===== src/rtl/recovery_core_responder_pkg.sv =====
// Shared types for the core-side rapid-recovery responder: FSM state encoding
// and the controller register-file write-port bundle.
package recovery_core_responder_pkg;

  // Controller-side RF addresses are one bit wider than the core RF; port b is offset by 16.
  localparam int unsigned RrfAddrWidth = 6;

  typedef enum logic [2:0] {
    RUN       = 3'd0,
    HALT_PEND = 3'd1,
    DRAIN     = 3'd2,
    HALTED    = 3'd3,
    RESUME    = 3'd4
  } responder_state_e;

  typedef struct packed {
    logic                    we_a;
    logic [RrfAddrWidth-1:0] waddr_a;
    logic                    we_b;
    logic [RrfAddrWidth-1:0] waddr_b;
  } regfile_write_t;

endpackage


===== src/rtl/recovery_core_responder_if.sv =====
// Controller <-> responder link: halt/resume handshake, fetch lock and RF replay stream.
interface recovery_core_responder_if #(
    parameter int unsigned DataWidth = 32
);
    import recovery_core_responder_pkg::*;

    // Handshake: debug_req and debug_resume are single-cycle pulses with no ready; debug_rsp is
    // a level that stays high while the core is halted and drained, and drops after debug_resume.
    logic                 setback;
    logic                 debug_req;
    logic                 debug_rsp;
    logic                 debug_resume;
    logic                 instr_lock;
    logic                 recover;
    regfile_write_t       rrf_wport;
    logic [DataWidth-1:0] rrf_rdata_a;
    logic [DataWidth-1:0] rrf_rdata_b;

    modport master (
        output setback, debug_req, debug_resume, instr_lock, recover,
        output rrf_wport, rrf_rdata_a, rrf_rdata_b,
        input  debug_rsp
    );

    modport slave (
        input  setback, debug_req, debug_resume, instr_lock, recover,
        input  rrf_wport, rrf_rdata_a, rrf_rdata_b,
        output debug_rsp
    );

endinterface


===== src/rtl/recovery_core_responder_outstanding_counter.sv =====
// Tracks in-flight instruction fetches; saturates and flags an error on over/underflow.
module recovery_outstanding_counter #(
    parameter int unsigned MaxOutstand = 2,
    localparam int unsigned CntWidth   = $clog2(MaxOutstand + 1)
) (
    input  logic                clk_i,
    input  logic                rst_ni,
    input  logic                clear_i,
    input  logic                inc_i,
    input  logic                dec_i,
    output logic [CntWidth-1:0] cnt_o,
    output logic                err_o
);

    logic [CntWidth-1:0] cnt_q, cnt_d;
    logic                at_max, at_zero, inc_only, dec_only;

    assign at_max   = (cnt_q == CntWidth'(MaxOutstand));
    assign at_zero  = (cnt_q == '0);
    assign inc_only = inc_i & ~dec_i;
    assign dec_only = dec_i & ~inc_i;

    always_comb begin
        cnt_d = cnt_q;
        if (clear_i) begin
            cnt_d = '0;
        end else if (inc_only && !at_max) begin
            cnt_d = cnt_q + 1'b1;
        end else if (dec_only && !at_zero) begin
            cnt_d = cnt_q - 1'b1;
        end
    end

    assign err_o = ~clear_i & ((inc_only & at_max) | (dec_only & at_zero));
    assign cnt_o = cnt_q;

    always_ff @(posedge clk_i or negedge rst_ni) begin
        if (!rst_ni) begin
            cnt_q <= '0;
        end else begin
            cnt_q <= cnt_d;
        end
    end

endmodule


===== src/rtl/recovery_core_responder.sv =====
// Core-side end of the DMR rapid-recovery handshake: halts and drains the core pair,
// gates fetches, and replays backup register-file writes into the core RF ports.
module recovery_core_responder
    import recovery_core_responder_pkg::*;
#(
    parameter int unsigned RFAddrWidth  = 5,
    parameter int unsigned DataWidth    = 32,
    parameter int unsigned MaxOutstand  = 2,
    parameter int unsigned HaltTimeout  = 255,
    localparam int unsigned CntWidth    = $clog2(MaxOutstand + 1),
    localparam int unsigned TimerWidth  = $clog2(HaltTimeout + 1)
) (
    input  logic                   clk_i,
    input  logic                   rst_ni,
    recovery_core_responder_if.slave ctrl,
    output logic                   core_debug_req_o,
    input  logic                   core_halted_i,
    output logic                   core_resume_o,
    output logic                   core_recover_o,
    input  logic                   core_ireq_i,
    output logic                   core_ignt_o,
    output logic                   ireq_o,
    input  logic                   ignt_i,
    input  logic                   irvalid_i,
    output logic                   core_rf_we_a_o,
    output logic [RFAddrWidth-1:0] core_rf_waddr_a_o,
    output logic [DataWidth-1:0]   core_rf_wdata_a_o,
    output logic                   core_rf_we_b_o,
    output logic [RFAddrWidth-1:0] core_rf_waddr_b_o,
    output logic [DataWidth-1:0]   core_rf_wdata_b_o,
    output logic                   fatal_o,
    output responder_state_e       state_o,
    output logic [CntWidth-1:0]    outstanding_o
);

    localparam logic [2:0] StRun      = 3'd0;
    localparam logic [2:0] StHaltPend = 3'd1;
    localparam logic [2:0] StDrain    = 3'd2;
    localparam logic [2:0] StHalted   = 3'd3;
    localparam logic [2:0] StResume   = 3'd4;

    logic [2:0]            state_q, state_d;
    logic [TimerWidth-1:0] timer_q, timer_d;
    logic                  fatal_q, fatal_d;
    logic                  recover_q;
    logic                  we_a_q, we_b_q;
    logic [RFAddrWidth-1:0] waddr_a_q, waddr_b_q;
    logic [DataWidth-1:0]   wdata_a_q, wdata_b_q;

    logic [CntWidth-1:0]   cnt;
    logic                  cnt_err, timeout, halting, fwd_a, fwd_b;

    assign ireq_o      = core_ireq_i & ~ctrl.instr_lock & (cnt < CntWidth'(MaxOutstand));
    assign core_ignt_o = ireq_o & ignt_i;

    recovery_outstanding_counter #(
        .MaxOutstand(MaxOutstand)
    ) u_outstanding (
        .clk_i  (clk_i),
        .rst_ni (rst_ni),
        .clear_i(ctrl.setback),
        .inc_i  (core_ignt_o),
        .dec_i  (irvalid_i),
        .cnt_o  (cnt),
        .err_o  (cnt_err)
    );

    assign halting = (state_q == StHaltPend) | (state_q == StDrain);
    assign timeout = halting & (timer_q == TimerWidth'(HaltTimeout));

    // A timed-out halt freezes the FSM; only setback or reset moves it on.
    always_comb begin
        state_d = state_q;
        unique case (state_q)
            StRun:      if (ctrl.debug_req) state_d = StHaltPend;
            StHaltPend: if (core_halted_i && !timeout) state_d = StDrain;
            StDrain:    if (cnt == '0 && !timeout) state_d = StHalted;
            StHalted:   if (ctrl.debug_resume) state_d = StResume;
            StResume:   state_d = StRun;
            default:    state_d = StRun;
        endcase
        if (ctrl.setback) state_d = ctrl.debug_req ? StHaltPend : StRun;
    end

    always_comb begin
        timer_d = '0;
        if (!ctrl.setback && halting) timer_d = timeout ? timer_q : timer_q + 1'b1;
    end

    assign fatal_d = fatal_q | timeout | cnt_err;
    assign fwd_a   = ctrl.recover & ctrl.rrf_wport.we_a;
    assign fwd_b   = ctrl.recover & ctrl.rrf_wport.we_b;

    always_ff @(posedge clk_i or negedge rst_ni) begin
        if (!rst_ni) begin
            state_q <= StRun;
            timer_q <= '0;
            fatal_q <= 1'b0;
        end else begin
            state_q <= state_d;
            timer_q <= timer_d;
            fatal_q <= fatal_d;
        end
    end

    // Address/data only update on a forwarded write so the core sees stable values otherwise.
    always_ff @(posedge clk_i or negedge rst_ni) begin
        if (!rst_ni) begin
            recover_q <= 1'b0;
            we_a_q    <= 1'b0;
            we_b_q    <= 1'b0;
            waddr_a_q <= '0;
            waddr_b_q <= '0;
            wdata_a_q <= '0;
            wdata_b_q <= '0;
        end else if (ctrl.setback) begin
            recover_q <= 1'b0;
            we_a_q    <= 1'b0;
            we_b_q    <= 1'b0;
            waddr_a_q <= '0;
            waddr_b_q <= '0;
            wdata_a_q <= '0;
            wdata_b_q <= '0;
        end else begin
            recover_q <= ctrl.recover;
            we_a_q    <= fwd_a;
            we_b_q    <= fwd_b;
            if (fwd_a) begin
                waddr_a_q <= RFAddrWidth'(ctrl.rrf_wport.waddr_a);
                wdata_a_q <= ctrl.rrf_rdata_a;
            end
            if (fwd_b) begin
                waddr_b_q <= RFAddrWidth'(ctrl.rrf_wport.waddr_b);
                wdata_b_q <= ctrl.rrf_rdata_b;
            end
        end
    end

    assign core_debug_req_o  = ((state_q == StRun) & ctrl.debug_req) | (state_q == StHaltPend);
    assign core_resume_o     = (state_q == StResume);
    assign ctrl.debug_rsp    = (state_q == StHalted);
    assign core_recover_o    = recover_q;
    assign core_rf_we_a_o    = we_a_q;
    assign core_rf_waddr_a_o = waddr_a_q;
    assign core_rf_wdata_a_o = wdata_a_q;
    assign core_rf_we_b_o    = we_b_q;
    assign core_rf_waddr_b_o = waddr_b_q;
    assign core_rf_wdata_b_o = wdata_b_q;
    assign fatal_o           = fatal_q;
    assign state_o           = responder_state_e'(state_q);
    assign outstanding_o     = cnt;

endmodule


===== src/flat_wrapper.sv =====
// flat-port wrapper written by rule: the top's interface ports become plain ports
module recovery_core_responder_flat import recovery_core_responder_pkg::*;
#(
    parameter int unsigned RFAddrWidth  = 5,
    parameter int unsigned DataWidth    = 32,
    parameter int unsigned MaxOutstand  = 2,
    parameter int unsigned HaltTimeout  = 255,
    localparam int unsigned CntWidth    = $clog2(MaxOutstand + 1),
    localparam int unsigned TimerWidth  = $clog2(HaltTimeout + 1)
)
  (clk_i, rst_ni, core_debug_req_o, core_halted_i, core_resume_o, core_recover_o, core_ireq_i, core_ignt_o, ireq_o, ignt_i, irvalid_i, core_rf_we_a_o, core_rf_waddr_a_o, core_rf_wdata_a_o, core_rf_we_b_o, core_rf_waddr_b_o, core_rf_wdata_b_o, fatal_o, state_o, outstanding_o, ctrl_setback, ctrl_debug_req, ctrl_debug_resume, ctrl_instr_lock, ctrl_recover, ctrl_rrf_wport, ctrl_rrf_rdata_a, ctrl_rrf_rdata_b, ctrl_debug_rsp);
  recovery_core_responder_if #(.DataWidth(DataWidth)) ctrl_i ();
  input  logic clk_i;
  input  logic rst_ni;
  output logic core_debug_req_o;
  input  logic core_halted_i;
  output logic core_resume_o;
  output logic core_recover_o;
  input  logic core_ireq_i;
  output logic core_ignt_o;
  output logic ireq_o;
  input  logic ignt_i;
  input  logic irvalid_i;
  output logic core_rf_we_a_o;
  output logic [RFAddrWidth-1:0] core_rf_waddr_a_o;
  output logic [DataWidth-1:0] core_rf_wdata_a_o;
  output logic core_rf_we_b_o;
  output logic [RFAddrWidth-1:0] core_rf_waddr_b_o;
  output logic [DataWidth-1:0] core_rf_wdata_b_o;
  output logic fatal_o;
  output responder_state_e state_o;
  output logic [CntWidth-1:0] outstanding_o;
  input wire logic [$bits(ctrl_i.setback)-1:0] ctrl_setback;
  input wire logic [$bits(ctrl_i.debug_req)-1:0] ctrl_debug_req;
  input wire logic [$bits(ctrl_i.debug_resume)-1:0] ctrl_debug_resume;
  input wire logic [$bits(ctrl_i.instr_lock)-1:0] ctrl_instr_lock;
  input wire logic [$bits(ctrl_i.recover)-1:0] ctrl_recover;
  input wire logic [$bits(ctrl_i.rrf_wport)-1:0] ctrl_rrf_wport;
  input wire logic [$bits(ctrl_i.rrf_rdata_a)-1:0] ctrl_rrf_rdata_a;
  input wire logic [$bits(ctrl_i.rrf_rdata_b)-1:0] ctrl_rrf_rdata_b;
  output wire logic [$bits(ctrl_i.debug_rsp)-1:0] ctrl_debug_rsp;
  assign ctrl_i.setback = ctrl_setback;
  assign ctrl_i.debug_req = ctrl_debug_req;
  assign ctrl_i.debug_resume = ctrl_debug_resume;
  assign ctrl_i.instr_lock = ctrl_instr_lock;
  assign ctrl_i.recover = ctrl_recover;
  assign ctrl_i.rrf_wport = ctrl_rrf_wport;
  assign ctrl_i.rrf_rdata_a = ctrl_rrf_rdata_a;
  assign ctrl_i.rrf_rdata_b = ctrl_rrf_rdata_b;
  assign ctrl_debug_rsp = ctrl_i.debug_rsp;
  recovery_core_responder #(.RFAddrWidth(RFAddrWidth), .DataWidth(DataWidth), .MaxOutstand(MaxOutstand), .HaltTimeout(HaltTimeout)) u_core (.clk_i(clk_i), .rst_ni(rst_ni), .ctrl(ctrl_i), .core_debug_req_o(core_debug_req_o), .core_halted_i(core_halted_i), .core_resume_o(core_resume_o), .core_recover_o(core_recover_o), .core_ireq_i(core_ireq_i), .core_ignt_o(core_ignt_o), .ireq_o(ireq_o), .ignt_i(ignt_i), .irvalid_i(irvalid_i), .core_rf_we_a_o(core_rf_we_a_o), .core_rf_waddr_a_o(core_rf_waddr_a_o), .core_rf_wdata_a_o(core_rf_wdata_a_o), .core_rf_we_b_o(core_rf_we_b_o), .core_rf_waddr_b_o(core_rf_waddr_b_o), .core_rf_wdata_b_o(core_rf_wdata_b_o), .fatal_o(fatal_o), .state_o(state_o), .outstanding_o(outstanding_o));
endmodule

===== config.mk =====
export PLATFORM = sky130hd
export DESIGN_NAME = recovery_core_responder_flat
export DESIGN_NICKNAME = d
export VERILOG_FILES = /design/src/rtl/recovery_core_responder_pkg.sv /design/src/rtl/recovery_core_responder_if.sv /design/src/rtl/recovery_core_responder_outstanding_counter.sv /design/src/rtl/recovery_core_responder.sv /design/src/flat_wrapper.sv
export SDC_FILE = /design/constraint.sdc
export NUM_CORES = 1
export LEC_CHECK = 0
export ABC_AREA = 1
export BUFFER_PORTS_ARGS = -buffer_cell sky130_fd_sc_hd__buf_2
export CORE_UTILIZATION = 40
export DETAILED_ROUTE_END_ITERATION = 16
export PLACE_DENSITY_LB_ADDON = 0.12
export SYNTH_ARGS = -nofsm -noshare
export SYNTH_HDL_FRONTEND = slang
export SYNTH_HIERARCHICAL = 1
export SYNTH_SLANG_ARGS = --single-unit

===== constraint.sdc =====
create_clock -name clk_i -period 4.1 [get_ports clk_i]
set_input_delay 0.82 -clock clk_i [delete_from_list [all_inputs] [get_ports clk_i]]
set_output_delay 0.82 -clock clk_i [all_outputs]
set_load 0.005 [all_outputs]

**Yosys cells after proc, flatten, opt, wreduce, memory -nomap -nowiden**

Cells that the tools add are included.

- Register bits: 91
- Output and inout bits: 88
- Word-level logic and storage cells: 85

- $add $sub $neg: 3
- Magnitude comparators: 1
- Equality and inequality tests: 11
- Mux-type cells: 23
- Bitwise gates (word level): 21
- Reduce and logical (&&, ||, !) cells: 15

Operator list:

| kind | number |
|---|---|
| 2-to-1 mux 32 bit | 4 |
| 2-to-1 mux 5 bit | 4 |
| 2-to-1 mux 8 bit | 2 |
| 2-to-1 mux 3 bit | 5 |
| bitwise AND 1 bit | 12 |
| one-hot mux 3 bit (4 select lines) | 1 |
| != test 3 bit (second input constant) | 3 |
| adder 8 x 1 -> 8 bit (second input constant) | 1 |
| equality test 8 bit (second input constant) | 1 |
| equality test 3 x 2 -> 1 bit (second input constant) | 2 |
| 2-to-1 mux 2 bit | 3 |
| logical AND 1 bit | 5 |
| bitwise OR 1 bit | 5 |
| logical NOT 1 bit | 4 |
| 2-to-1 mux 1 bit | 4 |
| NOT 1 bit | 4 |
| AND reduction 4 bit | 1 |
| nonzero test 2 bit | 2 |
| equality test 3 x 1 -> 1 bit (second input constant) | 1 |
| equality test 3 bit (second input constant) | 1 |
| logical NOT 3 bit | 1 |
| != test 3 x 2 -> 1 bit (second input constant) | 1 |
| nonzero test 3 bit | 1 |
| adder 2 x 1 -> 2 bit (second input constant) | 1 |
| 5 further kinds | 5 |

**Longest topological paths before layout**

- Depth in word-level cells: 10
- Gate-level depth with buffers: 10
- Depth with buffers taken out: 10

**By module**

The synthesis kept the hierarchy.

Modules (own cells, without submodules):

| module | instances | cells each | area an instance (um^2) |
|---|---|---|---|
| recovery_core_responder | 1 | 426 | 3726.1 |
| recovery_outstanding_counter | 1 | 32 | 182.7 |

**Worst setup path before layout**

OpenSTA, ideal clock, no wires.

- Kind: input port to output port
- Start: in core_ireq_i
- End: out core_ignt_o
- Data arrival time: 1.282 ns
- Required time: 3.280 ns
- Path slack: 1.998 ns
- Stages: 2
- Buffers on the path: 0
- Cells stage by stage: nand2_1 nor3b_1

- Cells in the longest elaborated chain, start to end: 3

Ends and longest elaborated chain:

| what | line | source |
|---|---|---|
| start: declaration | flat_wrapper.sv:19 | `input logic core_ireq_i;` |
| bitwise AND 1 bit (2 in a row) | recovery_core_responder.sv:53 | `assign ireq_o = core_ireq_i & ~ctrl.instr_lock & (cnt < CntWidth'(MaxOutstand));` |
| bitwise AND 1 bit | recovery_core_responder.sv:54 | `assign core_ignt_o = ireq_o & ignt_i;` |
| end: declaration | flat_wrapper.sv:20 | `output logic core_ignt_o;` |

Every way passes these cells.

**Worst setup path in the final report**

- Start: reg u_core.u_outstanding.cnt_q[1], in the netlist u_core/u_outstanding/cnt_o[1]
- End: out core_ignt_o

- Cells in the longest elaborated chain, start to end: 3

Ends and longest elaborated chain:

| what | line | source |
|---|---|---|
| start: declaration | recovery_core_responder_outstanding_counter.sv:15 | `logic [CntWidth-1:0] cnt_q, cnt_d;` |
| start signal: assignment | recovery_core_responder_outstanding_counter.sv:41 | `cnt_q <= cnt_d;` |
| < comparator 2 bit | recovery_core_responder.sv:53 |  |
| bitwise AND 1 bit | recovery_core_responder.sv:53 |  |
| bitwise AND 1 bit | recovery_core_responder.sv:54 |  |

Every way passes these cells.

==> metrics.md <==
| Metric | Value |
|---|---|
| Detail Route Antenna Nets | `0` |
| Data required time of the critical path | `3.28 ns` |
| Fin. max-slew vios | `0` |
| Clk sinks | `91` |
| Initial antenna violation count | `0` |
| TritonCTS Buffers | `9` |
| Final setup vio count | `0` |
| Final Net Count | `just over 700` |
| Worst r2r path cells | `9` |
| CTS Root Cell | `clkbuf_8` |
| Final HPWL DP | `between 6 and 7 mm` |
| Vias in the first global route | `about 3400` |
| # rows | `35` |
| DRT iter0 DRCs | `145` |
| Starting Density | `a little over two fifths` |
| Crit path max-delay cell type | `dfrtp_1` |
| Routability Congestion | `0.802` |
| # fillers | `between 900 and 1000` |
| Sequential area share after synthesis | `58.3%` |
| WL per Instance | `around 13 µm` |
| DRC viols | `0` |
| Die Span X | `slightly above 100 µm` |
| Hold Path Stages | `2` |
| Syn avg cell area | `~8.5 µm²` |
| Hold crit path type | `reg2reg` |
| Die area | `10200 µm²` |
| #FFs+latches synth | `around 90` |
| Fmax | `slightly above 400 MHz` |
| Vias per cell | `about 4.7` |
| Crit path kind | `reg2out` |
| Global route overflow | `0` |
| Maxcap violations | `0` |
| Worst skew pair latency | `approximately 0.34 ns` |
| Detailed-route wire length | `9.85 mm` |
| Layout Cells excl Fill | `758` |
| Netlist cell types | `28` |
| Crit path launch type | `flip-flop` |
| Critical Path End Type | `output pin` |
| Worst slack, placed | `roughly 1.6 ns` |
| Pin count of the biggest net entering global routing | `67` |
| Inst Count DP | `about 740` |
| Static leakage | `between 3 and 4 nW` |
| H-tree level count | `3` |
| CORE AREA | `~9400 µm²` |
| Area Overhead vs Synth | `29.8%` |
| Slew HR | `a little over a third` |
| Pre-antenna DRT Iters | `4` |
| Vias | `3571` |
| Final WS setup | `~1.6 ns` |
| # Post-CTS Setup Buffers | `0` |
| Max FO, Critical Path | `7` |
| Tmin final | `~2.5 ns` |
| Chip Height | `slightly above 100 µm` |
| Largest stage delay on the critical path | `~0.47 ns` |
| CTS max path bufs | `2` |
| PD cells | `between 300 and 400 nW/µm²` |
| Status | `complete, no violations` |
| Synthesized Nets | `548` |
| CP Cell Sequence | `inv_1, nand2_1, nor3b_1, buf_2` |
| First-pass GRT wire length | `roughly 16 mm` |
| CTS tree | `built` |
| Worst IR Drop VDD | `0.160 mV` |
| CTS Hold Bufs | `0` |
| Part of the cycle the worst path needs | `between 60% and 70%` |
| Cells after synthesis | `around 460` |
| Port buffer count | `~170` |
| Setup_tns | `0 ns` |
| Gr usage total | `between 15 and 20%` |
| Worst Clk Skew | `approximately 0.0037 ns` |
| Post-Syn Area | `3910 µm²` |
| Unrepaired setup endpoints after global routing | `false` |
| # IOs | `approximately 180` |
| Ant diodes | `0` |
| Share of post-route cells with drive strength above 1 | `a little over a third` |
| Syn. warnings | `6` |
| Crit path DAT | `approximately 1.6 ns` |
| # resized after CTS | `0` |
| Clock transition at path regs | `about 0.08 ns` |
| Tightest Pin Transition | `between 0.9 and 1 ns` |
| Final Hold Viols | `0` |
| Total power | `about 0.0020 W` |
==> synth_stat cells, drive strengths merged <==
cell	count	area, µm²
o21ai	5	25.0
xnor2	1	8.76
nand2	194	756
xor2	1	8.76
ha	1	12.5
inv	20	80.1
nor3	5	30.0
buf	19	91.3
a21oi	3	15.0
dfrtp	91	2280
nand3	87	445
nand4	2	12.5
nor2	19	81.3
or2	1	6.26
clkbuf	5	18.8
nor3b	1	7.51
a22oi	2	25.0
o21a	1	7.51
==> registers in the layout (all words and copies together), names as in the netlist, 2 cells and up <==
signal and flops:
u_core/core_rf_waddr_b_o 5, u_core/core_rf_wdata_b_o 32, u_core/u_outstanding/cnt_o 2, u_core/state_o 3, u_core/timer_q 8, u_core/core_rf_waddr_a_o 5
u_core/core_rf_wdata_a_o 32
==> metrics by stage <==
| step | cell area (µm²) | utilization (%) | hold slack, ns |
|---|---|---|---|
| after global placement | 4880 | 52.1 | 0.476 |
| after floorplan | 3910 | - | 0.466 |
| final | 5070 | 54.1 | 0.494 |
| after detailed placement | 4880 | 52.1 | 0.480 |
| after global routing | 5070 | 54.1 | 0.528 |
| after CTS | 5070 | 54.1 | 0.500 |
==> worst max-delay path, delay by kind of cell, from the launching register on <==
| kind | cells | cell delay (ns) |
|---|---|---|
| flip-flops | 1 | 0.47 |
| AND/OR/NAND/NOR | 2 | 0.53 |
| buffers and inverters | 2 | 0.31 |
==> routing by layer <==
layer	share of wire [%]	global-route usage, %
met1	45	25.5
met4	1.7	7.47
met5	0	0
met3	7.7	5.06
met2	46	31.7
==> worst paths after layout <==
path                                                     from                      endpoint  slack [ns]
worst max-delay path            u_core/u_outstanding/cnt_o[1]                   core_ignt_o        1.64
worst min-delay path                           u_core/fatal_o                u_core/fatal_o        0.49
worst max register to register  u_core/u_outstanding/cnt_o[1]                u_core/fatal_o        2.38
worst min register to register                 u_core/fatal_o                u_core/fatal_o        0.49
max in group asynchronous                              rst_ni         u_core/core_recover_o        2.67
min in group asynchronous                              rst_ni  u_core/core_rf_wdata_b_o[23]        0.57
==> placed cells by master (no fill, tap or decap), types with 2 or more instances in the layout <==
master	instances
a21oi_1	3
buf_4	7
inv_2	7
nor2_1	15
clkbuf_8	9
nand4_1	2
clkinvlp_4	3
inv_6	2
nor2_2	3
nand3_1	85
nand2_2	5
nand2_1	187
a22oi_2	2
inv_1	12
nand2_4	2
o21ai_0	2
dfrtp_1	91
buf_2	173
o21ai_1	3
nand3_2	2
nor3_1	4
==> final cells by class <==
cell class	count	area [µm²]	share of cell area, %
clock buffer	9	124	2.44
timing repair buffer	180	918	18.1
clock inverter	6	66.3	1.31
multi-input combinational	323	1450	28.5
sequential	91	2280	44.9
tap	129	161	3.18
inverter	20	80.1	1.58
==> power by group <==
group / internal (W) / switching (W)
Sequential: 0.000954 / 0.0000571
Combinational: 0.000147 / 0.000219
Clock: 0.000280 / 0.000311
==> kinds of logic after synthesis <==
logic type | count (synthesis) | synth area share (%)
AND/OR/NAND/NOR | 309 | 34.3
adder cells (fa/ha/maj) | 1 | 0.320
XOR/XNOR | 2 | 0.448
flip-flops | 91 | 58.3
AO/OA/AOI/OAI | 11 | 1.86
buffers and inverters | 44 | 4.87
Note: power is estimated with default switching activity, not from simulation.
